==> src/rtl/vga_vram_arbiter.sv <==
// Single-port text-VRAM arbiter: video fetches take priority, host commands queue in a FIFO.
// Define VRAM_BLANK_ONLY_EN to allow host access only while video_on is low.
module vga_vram_arbiter #(
    parameter int unsigned DEPTH = 4,
    parameter int unsigned COLS  = 80,
    parameter int unsigned ROWS  = 30
) (
    input  logic        clk,
    input  logic        rst,
    input  logic        p_tick,
    input  logic        video_on,
    input  logic [9:0]  pixel_x,
    input  logic [9:0]  pixel_y,
    input  logic        host_valid,
    output logic        host_ready,
    input  logic        host_we,
    input  logic [11:0] host_addr,
    input  logic [7:0]  host_wdata,
    output logic        host_rvalid,
    output logic [7:0]  host_rdata,
    output logic [11:0] ram_addr,
    output logic        ram_we,
    output logic [7:0]  ram_wdata,
    input  logic [7:0]  ram_rdata,
    output logic [7:0]  char_code,
    output logic        char_valid,
    output logic        addr_err
);
    localparam int unsigned VRAM_SIZE = COLS * ROWS;
    localparam int unsigned PW        = $clog2(DEPTH);
    localparam int unsigned EW        = 21;
    localparam logic [1:0]  OWN_NONE  = 2'd0;
    localparam logic [1:0]  OWN_VID   = 2'd1;
    localparam logic [1:0]  OWN_HOST  = 2'd2;

    logic [EW-1:0] fifo_q [DEPTH];
    logic [EW-1:0] fifo_d [DEPTH];
    logic [PW-1:0] wr_ptr_q, wr_ptr_d, rd_ptr_q, rd_ptr_d;
    logic [PW:0]   count_q, count_d;
    logic [11:0]   ram_addr_q, ram_addr_d;
    logic [7:0]    ram_wdata_q, ram_wdata_d;
    logic [1:0]    owner_q, owner_d;
    logic          zero_q, zero_d;
    logic          err_q, err_d;
    logic [7:0]    char_code_q, char_code_d;
    logic          char_valid_q, char_valid_d;
    logic [7:0]    host_rdata_q, host_rdata_d;
    logic          host_rvalid_q, host_rvalid_d;

    logic          video_slot, host_ok, push, pop, head_we, in_range;
    logic [11:0]   head_addr, vid_addr;
    logic [7:0]    head_wdata;
    logic [4:0]    vid_row;
    logic [6:0]    vid_col;
    logic          unused_pixel_bits;

    assign unused_pixel_bits = ^{pixel_y[9], pixel_y[3:0]};

    assign vid_row  = pixel_y[8:4];
    assign vid_col  = pixel_x[9:3];
    // row*80 as two shifts keeps the multiplier out of the fetch path
    assign vid_addr = ({7'd0, vid_row} << 6) + ({7'd0, vid_row} << 4) + {5'd0, vid_col};

    assign video_slot = !rst && p_tick && video_on && (pixel_x[2:0] == 3'd0);
`ifdef VRAM_BLANK_ONLY_EN
    assign host_ok = !video_on;
`else
    assign host_ok = !video_slot;
`endif

    assign host_ready = (count_q != (PW+1)'(DEPTH));
    assign push       = host_valid && host_ready;
    assign pop        = host_ok && (count_q != '0);

    assign {head_we, head_addr, head_wdata} = fifo_q[rd_ptr_q];
    assign in_range = (head_addr < 12'(VRAM_SIZE));

    always_comb begin
        fifo_d   = fifo_q;
        wr_ptr_d = wr_ptr_q;
        rd_ptr_d = rd_ptr_q;
        count_d  = count_q;
        if (push) begin
            fifo_d[wr_ptr_q] = {host_we, host_addr, host_wdata};
            wr_ptr_d         = wr_ptr_q + 1'b1;
        end
        if (pop) begin
            rd_ptr_d = rd_ptr_q + 1'b1;
        end
        case ({push, pop})
            2'b10:   count_d = count_q + 1'b1;
            2'b01:   count_d = count_q - 1'b1;
            default: count_d = count_q;
        endcase
    end

    always_comb begin
        ram_addr_d  = ram_addr_q;
        ram_wdata_d = ram_wdata_q;
        ram_we      = 1'b0;
        owner_d     = OWN_NONE;
        zero_d      = 1'b0;
        err_d       = err_q;
        if (video_slot) begin
            ram_addr_d = vid_addr;
            owner_d    = OWN_VID;
        end else if (pop) begin
            if (in_range) begin
                ram_addr_d = head_addr;
                ram_we     = head_we;
                if (head_we) begin
                    ram_wdata_d = head_wdata;
                end
            end else begin
                err_d = 1'b1;
            end
            // Out-of-range reads still complete, returning zero at normal latency
            if (!head_we) begin
                owner_d = OWN_HOST;
                zero_d  = !in_range;
            end
        end
    end

    assign ram_addr  = ram_addr_d;
    assign ram_wdata = ram_wdata_d;

    always_comb begin
        char_code_d   = char_code_q;
        char_valid_d  = (owner_q == OWN_VID);
        host_rdata_d  = host_rdata_q;
        host_rvalid_d = (owner_q == OWN_HOST);
        if (owner_q == OWN_VID) begin
            char_code_d = ram_rdata;
        end
        if (owner_q == OWN_HOST) begin
            host_rdata_d = zero_q ? 8'h00 : ram_rdata;
        end
    end

    always_ff @(posedge clk or posedge rst) begin
        if (rst) begin
            for (int i = 0; i < int'(DEPTH); i++) begin
                fifo_q[i] <= '0;
            end
            wr_ptr_q      <= '0;
            rd_ptr_q      <= '0;
            count_q       <= '0;
            ram_addr_q    <= '0;
            ram_wdata_q   <= '0;
            owner_q       <= OWN_NONE;
            zero_q        <= 1'b0;
            err_q         <= 1'b0;
            char_code_q   <= '0;
            char_valid_q  <= 1'b0;
            host_rdata_q  <= '0;
            host_rvalid_q <= 1'b0;
        end else begin
            fifo_q        <= fifo_d;
            wr_ptr_q      <= wr_ptr_d;
            rd_ptr_q      <= rd_ptr_d;
            count_q       <= count_d;
            ram_addr_q    <= ram_addr_d;
            ram_wdata_q   <= ram_wdata_d;
            owner_q       <= owner_d;
            zero_q        <= zero_d;
            err_q         <= err_d;
            char_code_q   <= char_code_d;
            char_valid_q  <= char_valid_d;
            host_rdata_q  <= host_rdata_d;
            host_rvalid_q <= host_rvalid_d;
        end
    end

    assign char_code   = char_code_q;
    assign char_valid  = char_valid_q;
    assign host_rdata  = host_rdata_q;
    assign host_rvalid = host_rvalid_q;
    assign addr_err    = err_q;

endmodule

==> config.mk <==
export PLATFORM = sky130hd
export DESIGN_NAME = vga_vram_arbiter
export DESIGN_NICKNAME = d
export VERILOG_FILES = /design/src/rtl/vga_vram_arbiter.sv
export SDC_FILE = /design/constraint.sdc
export NUM_CORES = 1
export LEC_CHECK = 0
export ABC_CLOCK_PERIOD_IN_PS = 10560
export CELL_PAD_IN_SITES_DETAIL_PLACEMENT = 0
export CELL_PAD_IN_SITES_GLOBAL_PLACEMENT = 1
export CORE_MARGIN = 2
export CORE_UTILIZATION = 48
export DETAILED_ROUTE_END_ITERATION = 6
export PLACE_DENSITY = 0.81
export SLEW_MARGIN = 15
export SYNTH_ARGS = -nofsm -noshare
export SYNTH_HDL_FRONTEND = slang
export SYNTH_SLANG_ARGS = --single-unit
==> constraint.sdc <==
create_clock -name clk -period 10.56 [get_ports clk]
set_input_delay 2.112 -clock clk [delete_from_list [all_inputs] [get_ports clk]]
set_output_delay 2.112 -clock clk [all_outputs]
set_load 0.05 [all_outputs]
# Word level (Yosys, flattened, before mapping)
# Cells that the tools add are included.
[classes] add_sub_neg=6 multipliers=0 n_div=0 order_cmp=4 n_eq_ne=5 n_shift=0 mux=24 n_bitwise=4 n_reduce_logical=13
[ops] cell="84-bit bitwise mux" n=1
[ops] cell="21-bit 2-to-1 mux" n=3
[ops] cell="21-bit binary-select mux with 2-bit select" n=1
[ops] cell="21-bit demux with 2-bit select" n=1
[ops] cell="8-bit 2-to-1 mux" n=5
[ops] cell="12-bit 2-to-1 mux" n=3
[ops] cell="11-bit by 9-bit adder with 12-bit output" n=1
[ops] cell="12-bit by 7-bit adder with 12-bit output" n=1
[ops] cell="12-bit less-than comparator (second input constant)" n=1
[ops] cell="3-bit >= comparator (second input constant)" n=2
[ops] cell="1-bit logical AND" n=6
[ops] cell="1-bit 2-to-1 mux" n=6
[ops] cell="2-bit 2-to-1 mux" n=3
[ops] cell="2-bit inverter with 3-bit output" n=2
[ops] cell="3-bit case mux with 2 select lines" n=1
[ops] cell="2-bit by 1-bit adder with 2-bit output (second input constant)" n=2
[ops] cell="2-bit by 1-bit == test with 1-bit output (second input constant)" n=2
[ops] cell="2-bit == test (second input constant)" n=2
[ops] cell="3-bit by 1-bit adder with 3-bit output (second input constant)" n=1
[ops] cell="1-bit zero test" n=3
[ops] cell="3-bit zero test" n=1
[ops] cell="3-bit by 1-bit less-than comparator with 1-bit output (second input constant)" n=1
[ops] cell="3-bit != test (second input constant)" n=1
[ops] cell="3-bit AND reduction" n=1
[ops] cell="other kinds (4)" n=5
[word_totals] reg_bits=133 latch_bits=0 mem_bits_rw=0 romBits=0 inputBits=54 out_inout_bits=41 elab_cells=72 mem_count=0

# Longest topological paths before layout
# Gate-level depths: netlist of run 1.
[depth] ltp_word=9 mapped_depth=11 ltp_nobuf=10

# Worst setup path after synthesis of run 1
# No wires, ideal clock.
[synth_timing] kind="in2out" startpoint="input pixel_x[9]" endpoint="output ram_addr[10]" t_arrival_ns=4.442 slack_ns=4.006 cell_stages=9 path_buffers=0 cell_sequence="inv_1 -> fa_1 -> inv_1 -> ha_1 -> a21o_1 -> a21oi_1 -> o21ai_0 -> xnor2_1 -> o221ai_1"
[synth_via] elab_chain_cells=2
[synth_lines] item="from (decl)" line="12" rtl="input logic [9:0] pixel_x,"
[synth_lines] item="12-bit by 7-bit adder with 12-bit output" line="62" rtl="assign vid_addr = ({7'd0, vid_row} << 6) + ({7'd0, vid_row} << 4) + {5'd0, vid_col};"
[synth_lines] item="12-bit 2-to-1 mux" line="104" rtl="if (video_slot) begin"
[synth_lines] item="to (decl)" line="21" rtl="output logic [11:0] ram_addr,"
# No other way between the ends.

# Final worst setup path of run 1
[layout_timing] startpoint="input rst" endpoint="output ram_wdata[4]"
[layout_via] elab_chain_cells=8
[layout_lines] item="from (decl)" line="9" rtl="input logic rst,"
[layout_lines] item="1-bit zero test (no source line) *"
[layout_lines] item="1-bit logical AND * (3 in series)" line="64" rtl="assign video_slot = !rst && p_tick && video_on && (pixel_x[2:0] == 3'd0);"
[layout_lines] item="1-bit zero test" line="68" rtl="assign host_ok = !video_slot;"
[layout_lines] item="1-bit logical AND" line="73" rtl="assign pop = host_ok && (count_q != '0);"
[layout_lines] item="8-bit 2-to-1 mux" line="107" rtl="end else if (pop) begin"
[layout_lines] item="8-bit 2-to-1 mux *" line="104"
[layout_lines] item="to (decl)" line="23" rtl="output logic [7:0] ram_wdata,"
# Every way passes the cells marked *; elsewhere a longest branch is shown, timed or not.

==> impl_metrics.yaml, run 1 <==
synth:
  synth-simple-area-share_pct: 4.802
  avgSynthCellArea_um2: 14.66
  synth_top_family_by_area: "multiplexers"
  synth.area.top_cells: "dfrtp_1 (55%), mux2_2 (17%), mux4_2 (4.5%)"
  synth.most_common_cell: "dfrtp_1"
  synth_ff_type: "dfrtp_1"
  syn_area_um2: 6071
  syn_nets: 485
  async_reset_ff_share_pct: 100.0
  yosys_warnings: 0
  synth_seq_cells: 133
  synth_edf_count: 0
  synth_top_area_share_pct: 54.82
  yosysSeqAreaShare_pct: 54.82
  synthCells: 414
  synth-compound-area-share_pct: 4.349
  synth_cell_type_count: 40
  synth-xor-area-share_pct: 1.443
  synthAdderAreaFrac_pct: 3.875
  yosysTopAreaCell: "dfrtp_1"
  muxShareOfSynthArea_pct: 27.56
  synth_common_cells: "dfrtp_1 (133), mux2_2 (92), nand2_1 (25)"
timing:
  timing.fmax_mhz: 125.7
  worst_pin_slew_ns: 1.134
  timing.final.crit_period_ns: 7.953
  hold_violations: 0
  fin_tns_setup_ns: 0
  fin_hold_ws_ns: 0.4783
  fin_crit_sh_pct: 75.31
  timing.slew.headroom_pct: 24.22
  fin_skew_ns: 0.006817
  slew_violations: 0
  rsz0062_at_grt: "false"
  setup_viol: 0
route:
  vias: 3629
  top_layer: "met4"
  wl_met3_um: 425
  wl_met2_um: 6090
  wl_per_cell_um: 17.82
  dr.first_iter.drc_count: 226
  wl_um: 12280
  met1Wirelength_um: 5678
  drc: 0
  viasPerCell: 5.267
  dr.pass1.iters: 4
  ant_nets: 0
cells_and_area:
  fill_cells: 936
  nNetsFinal: 575
  final_cells: 689
  area_growth_pct: 28.01
  drive_above_1_share_pct: 29.21
  num_antenna_cells: 0
clocking:
  worstSkewPairLatency_ns: 0.41
  clk_pin_slew_ns: 0.05
  cts_resized: 0
  cts_post_setup_buffers_inserted: 0
  clockBufferDepth: 2
  cts_hold_buf: 0
  numCtsBuffers: 17
  htree_levels: 4
  cts_tree: "done"
  clock-sinks: 133
  cts_root_buffer: "clkbuf_16"
placed_design:
  place_hpwl_um: 7895
  gp_congestion: 0.7666
  dp_cells: 657
  numPortBuffers: 89
global_route:
  grt_pass1_wl_um: 19490
  grt_overflow: 0
  grt_pass1_vias: 3779
  grt_max_degree: 79
  antenna_found_initial: 0
  track_usage_pct: 19.11
floorplan:
  die_y_um: 116.5
  start_util_pct: 48.70
  fp.coreArea_um2: 12470
  dieArea_um2: 13560
  io_pins: 95
  core.rowCount: 41
  die_x_um: 116.5
worst_setup_path:
  cp.arrival_ns: 5.84
  crit_type: "input port to output port"
  path_max_fanout: 11
  crit_path_end_kind: "output port"
  startpoint_type: "input port"
  worstPathRequired_ns: 8.45
flow_run:
  drv_cap: 0
hold_path:
  hp-class: "register to register"
status:
  status: "finished clean"
registers in the layout, summed over array words and instances, names as in the netlist, 3 cells and up:
| register | cells |
|---|---|
| fifo_q | 84 |
| count_q | 3 |
| host_rdata | 8 |
| char_code | 8 |
| ram_addr_q | 12 |
| ram_wdata_q | 8 |
routing by layer:
metal / vias to the layer above / global-route usage (%)
met3: 5 / 4.307
met1: 1875 / 26.12
li1: 1677 / -
met4: 0 / 5.714
met5: - / 0
met2: 72 / 30.89
cells in the final DEF (no fill, tap or decap), types with 4 or more instances in the layout:
master,n
a211o_1,5
a21oi_1,10
a221o_1,5
and3_1,7
bufinv_16,7
clkbuf_16,17
clkdlybuf4s50_1,89
dfrtp_1,133
ha_1,14
inv_1,13
mux2_2,92
mux2_4,8
mux4_1,9
mux4_2,12
nand2_1,25
nand2b_1,9
nor2_1,5
o21ai_0,11
xnor2_1,6
xor2_1,4
cells by family (layout without fill, tap and decap cells):
logic type      after synthesis  count (layout)
flops                       133             133
buf+inv                      36             139
xor+xnor                     10              10
mux                         122             122
compound gates               39              39
simple gates                 57              57
fa+ha+maj                    17              17
area by class of cell:
class                           count  area (um2)  share of cell area (%)
Clock inverter                     13       251.5                   3.236
Sequential cell                   133        3328                   42.83
Inverter                           15       58.81                  0.7567
Multi-Input combinational cell    245        2551                   32.83
Tap cell                          172       215.2                   2.769
Timing Repair Buffer               92       913.4                   11.75
Clock buffer                       19       452.9                   5.828
worst max-delay path, stage by stage:
cell and delay, ns:
clkdlybuf4s50_1 0.52, and4bb_1 0.31, nand2_1 0.36, clkinv_1 0.33, nor2_1 0.68, and3_4 0.47
mux2_4 0.33, clkdlybuf4s50_1 0.72
per-stage QoR:
stage,worst slack (ns),instance area [um2],util [%]
global placement,2.638,7067,56.69
CTS,2.578,7771,62.34
global route,2.393,7771,62.34
floorplan,4.006,6071,-
finish,2.607,7771,62.34
detailed placement,2.590,7067,56.69
path summary, 6_finish.rpt:
path | start | to | slack (ns) | cells after the start
worst max register to register | rd_ptr_q[0] | ram_wdata_q[6] | 7.75 | 6
worst min register to register | host_rdata[7] | host_rdata[7] | 0.48 | 2
min in group asynchronous | rst | ram_addr_q[1] | 2.33 | 2
max in group asynchronous | rst | fifo_q[0] | 6.95 | 3
worst min-delay path | host_rdata[7] | host_rdata[7] | 0.48 | 2
worst max-delay path | rst | ram_wdata[4] | 2.61 | 8
Power of run 1 is not shown: default switching activity piles up to over one toggle a cycle in this logic, so the estimate is an artifact.
==> run 2: changes to the inputs <==
Settings changed: ABC_CLOCK_PERIOD_IN_PS 10560 to 7200, CORE_UTILIZATION 48 to 40, PLACE_DENSITY 0.81 to 0.72.
Clock period 10.56 ns to 7.2 ns, I/O delays scaled along.
==> impl_metrics.yaml, run 2 (synthesis gave the netlist of run 1 again) <==
status:
  status: "finished clean"
placed_design:
  place_area_um2: 7094
  numPortBuffers: 89
  place_hpwl_um: 8350
  gp_congestion: 0.7237
  dp_slack_ns: 0.8592
cells_and_area:
  largest-register: "fifo_q"
  design_area_um2: 7650
  reg_top3: "fifo_q x84, ram_addr_q x12"
  largest_reg_flops: 84
  nNetsFinal: 576
  final_cell_mix: "dfrtp_1 (133), mux2_2 (92), clkdlybuf4s50_1 (89)"
  num_antenna_cells: 0
  drive_above_1_share_pct: 28.76
  final_common_cell: "dfrtp_1"
  area_growth_pct: 26.01
worst_setup_path:
  crit_top_cell: "clkdlybuf4s50_1"
  cp_slowest_cell: "clkdlybuf4s50_1"
  cp.arrival_ns: 4.88
  crit_type: "input port to output port"
  path_cells: "clkdlybuf4s50_1 -> and4bb_1 -> nand2_1 -> clkinv_1 -> nor2_1 -> and3_4 -> mux2_4 -> clkdlybuf4s50_1"
  worstPathRequired_ns: 5.76
  crit_path_end_kind: "output port"
  startpoint_type: "input port"
  cpPeakStageDelay_ns: 0.72
  path_max_fanout: 11
timing:
  fin_skew_ns: 0.006655
  timing.final.crit_period_ns: 6.323
  fin_crit_sh_pct: 87.83
  timing.slew.headroom_pct: 24.90
  worst_pin_slew_ns: 1.124
  rsz0062_at_grt: "false"
  timing.fmax_mhz: 158.1
  setup_viol: 0
  slew_violations: 0
  fin_tns_setup_ns: 0
  hold_violations: 0
  setup_ws_ns: 0.8766
global_route:
  track_usage_pct: 16.50
  antenna_found_initial: 0
  grt_max_degree: 69
  grt_pass1_vias: 3952
  grt_overflow: 0
  grt_pass1_wl_um: 20500
clocking:
  worstSkewPairLatency_ns: 0.41
  htree_levels: 4
  clockBufferDepth: 2
  cts_hold_buf: 0
  cts_resized: 0
  numCtsBuffers: 17
  clock-sinks: 133
  cts_tree: "done"
  clk_pin_slew_ns: 0.05
  cts_root_buffer: "clkbuf_16"
  cts_post_setup_buffers_inserted: 0
route:
  dr.first_iter.drc_count: 188
  vias: 3655
  dr.pass1.iters: 4
  viasPerCell: 5.177
  wl_per_cell_um: 17.71
  drc: 0
  wl_um: 12500
  ant_nets: 0
floorplan:
  core.rowCount: 45
  io_pins: 95
  die_x_um: 127.2
  fp.coreArea_um2: 15030
  die_y_um: 127.2
  dieArea_um2: 16180
  start_util_pct: 40.38
hold_path:
  hp-class: "register to register"
flow_run:
  drv_cap: 0
run 2: changes by cell type in the layout (fill, tap and decap cells not counted), sizes merged:
cell    delta
clkbuf     +4
bufinv     -6
clkinv     +2
buf        +1
run 2: final cells by class:
cell class,count,area (um2)
fill,1293,7383
sequential,133,3328
multi-input combinational,245,2551
timing repair buffer,93,920.9
inverter,15,58.81
clock buffer,23,478.0
tap,188,235.2
clock inverter,9,77.57
run 2: worst paths after layout:
| check | startpoint | to | slack [ns] | depth (start not counted) |
|---|---|---|---|---|
| setup / recovery | rst | ram_wdata[6] | 0.88 | 8 |
| hold / removal | addr_err | addr_err | 0.47 | 2 |
| setup reg to reg | rd_ptr_q[0] | ram_wdata_q[3] | 4.34 | 5 |
| hold reg to reg | addr_err | addr_err | 0.47 | 2 |
| max in group asynchronous | rst | fifo_q[75] | 4.27 | 3 |
| min in group asynchronous | rst | count_q[2] | 1.57 | 2 |
run 2: stage by stage:
stage / hold slack, ns / instances / utilization, %
final: 0.4748 / 706 / 50.89
after global routing: 0.4975 / 706 / 50.89
after detailed placement: 0.4650 / 674 / 47.19
after global placement: 0.4544 / 674 / 47.19
after floorplan: 0.4643 / 414 / -
after CTS: 0.4785 / 706 / 50.89
run 2: worst max-delay path, delay by kind of cell:
kind	cells	cell delay, ns
AND/OR/NAND/NOR	4	1.56
multiplexers	1	0.33
buffers and inverters	3	1.54
run 2: per-layer routing:
metal  share of wire [%]  wire length [um]  GRT usage [%]
met1                  45              5570          20.95
met2                  50              6256          27.45
met3                 3.8               475          3.643
met4                 1.6               200          7.046
met5                   0                 0              0
Power of run 2 is left out for the same reason.
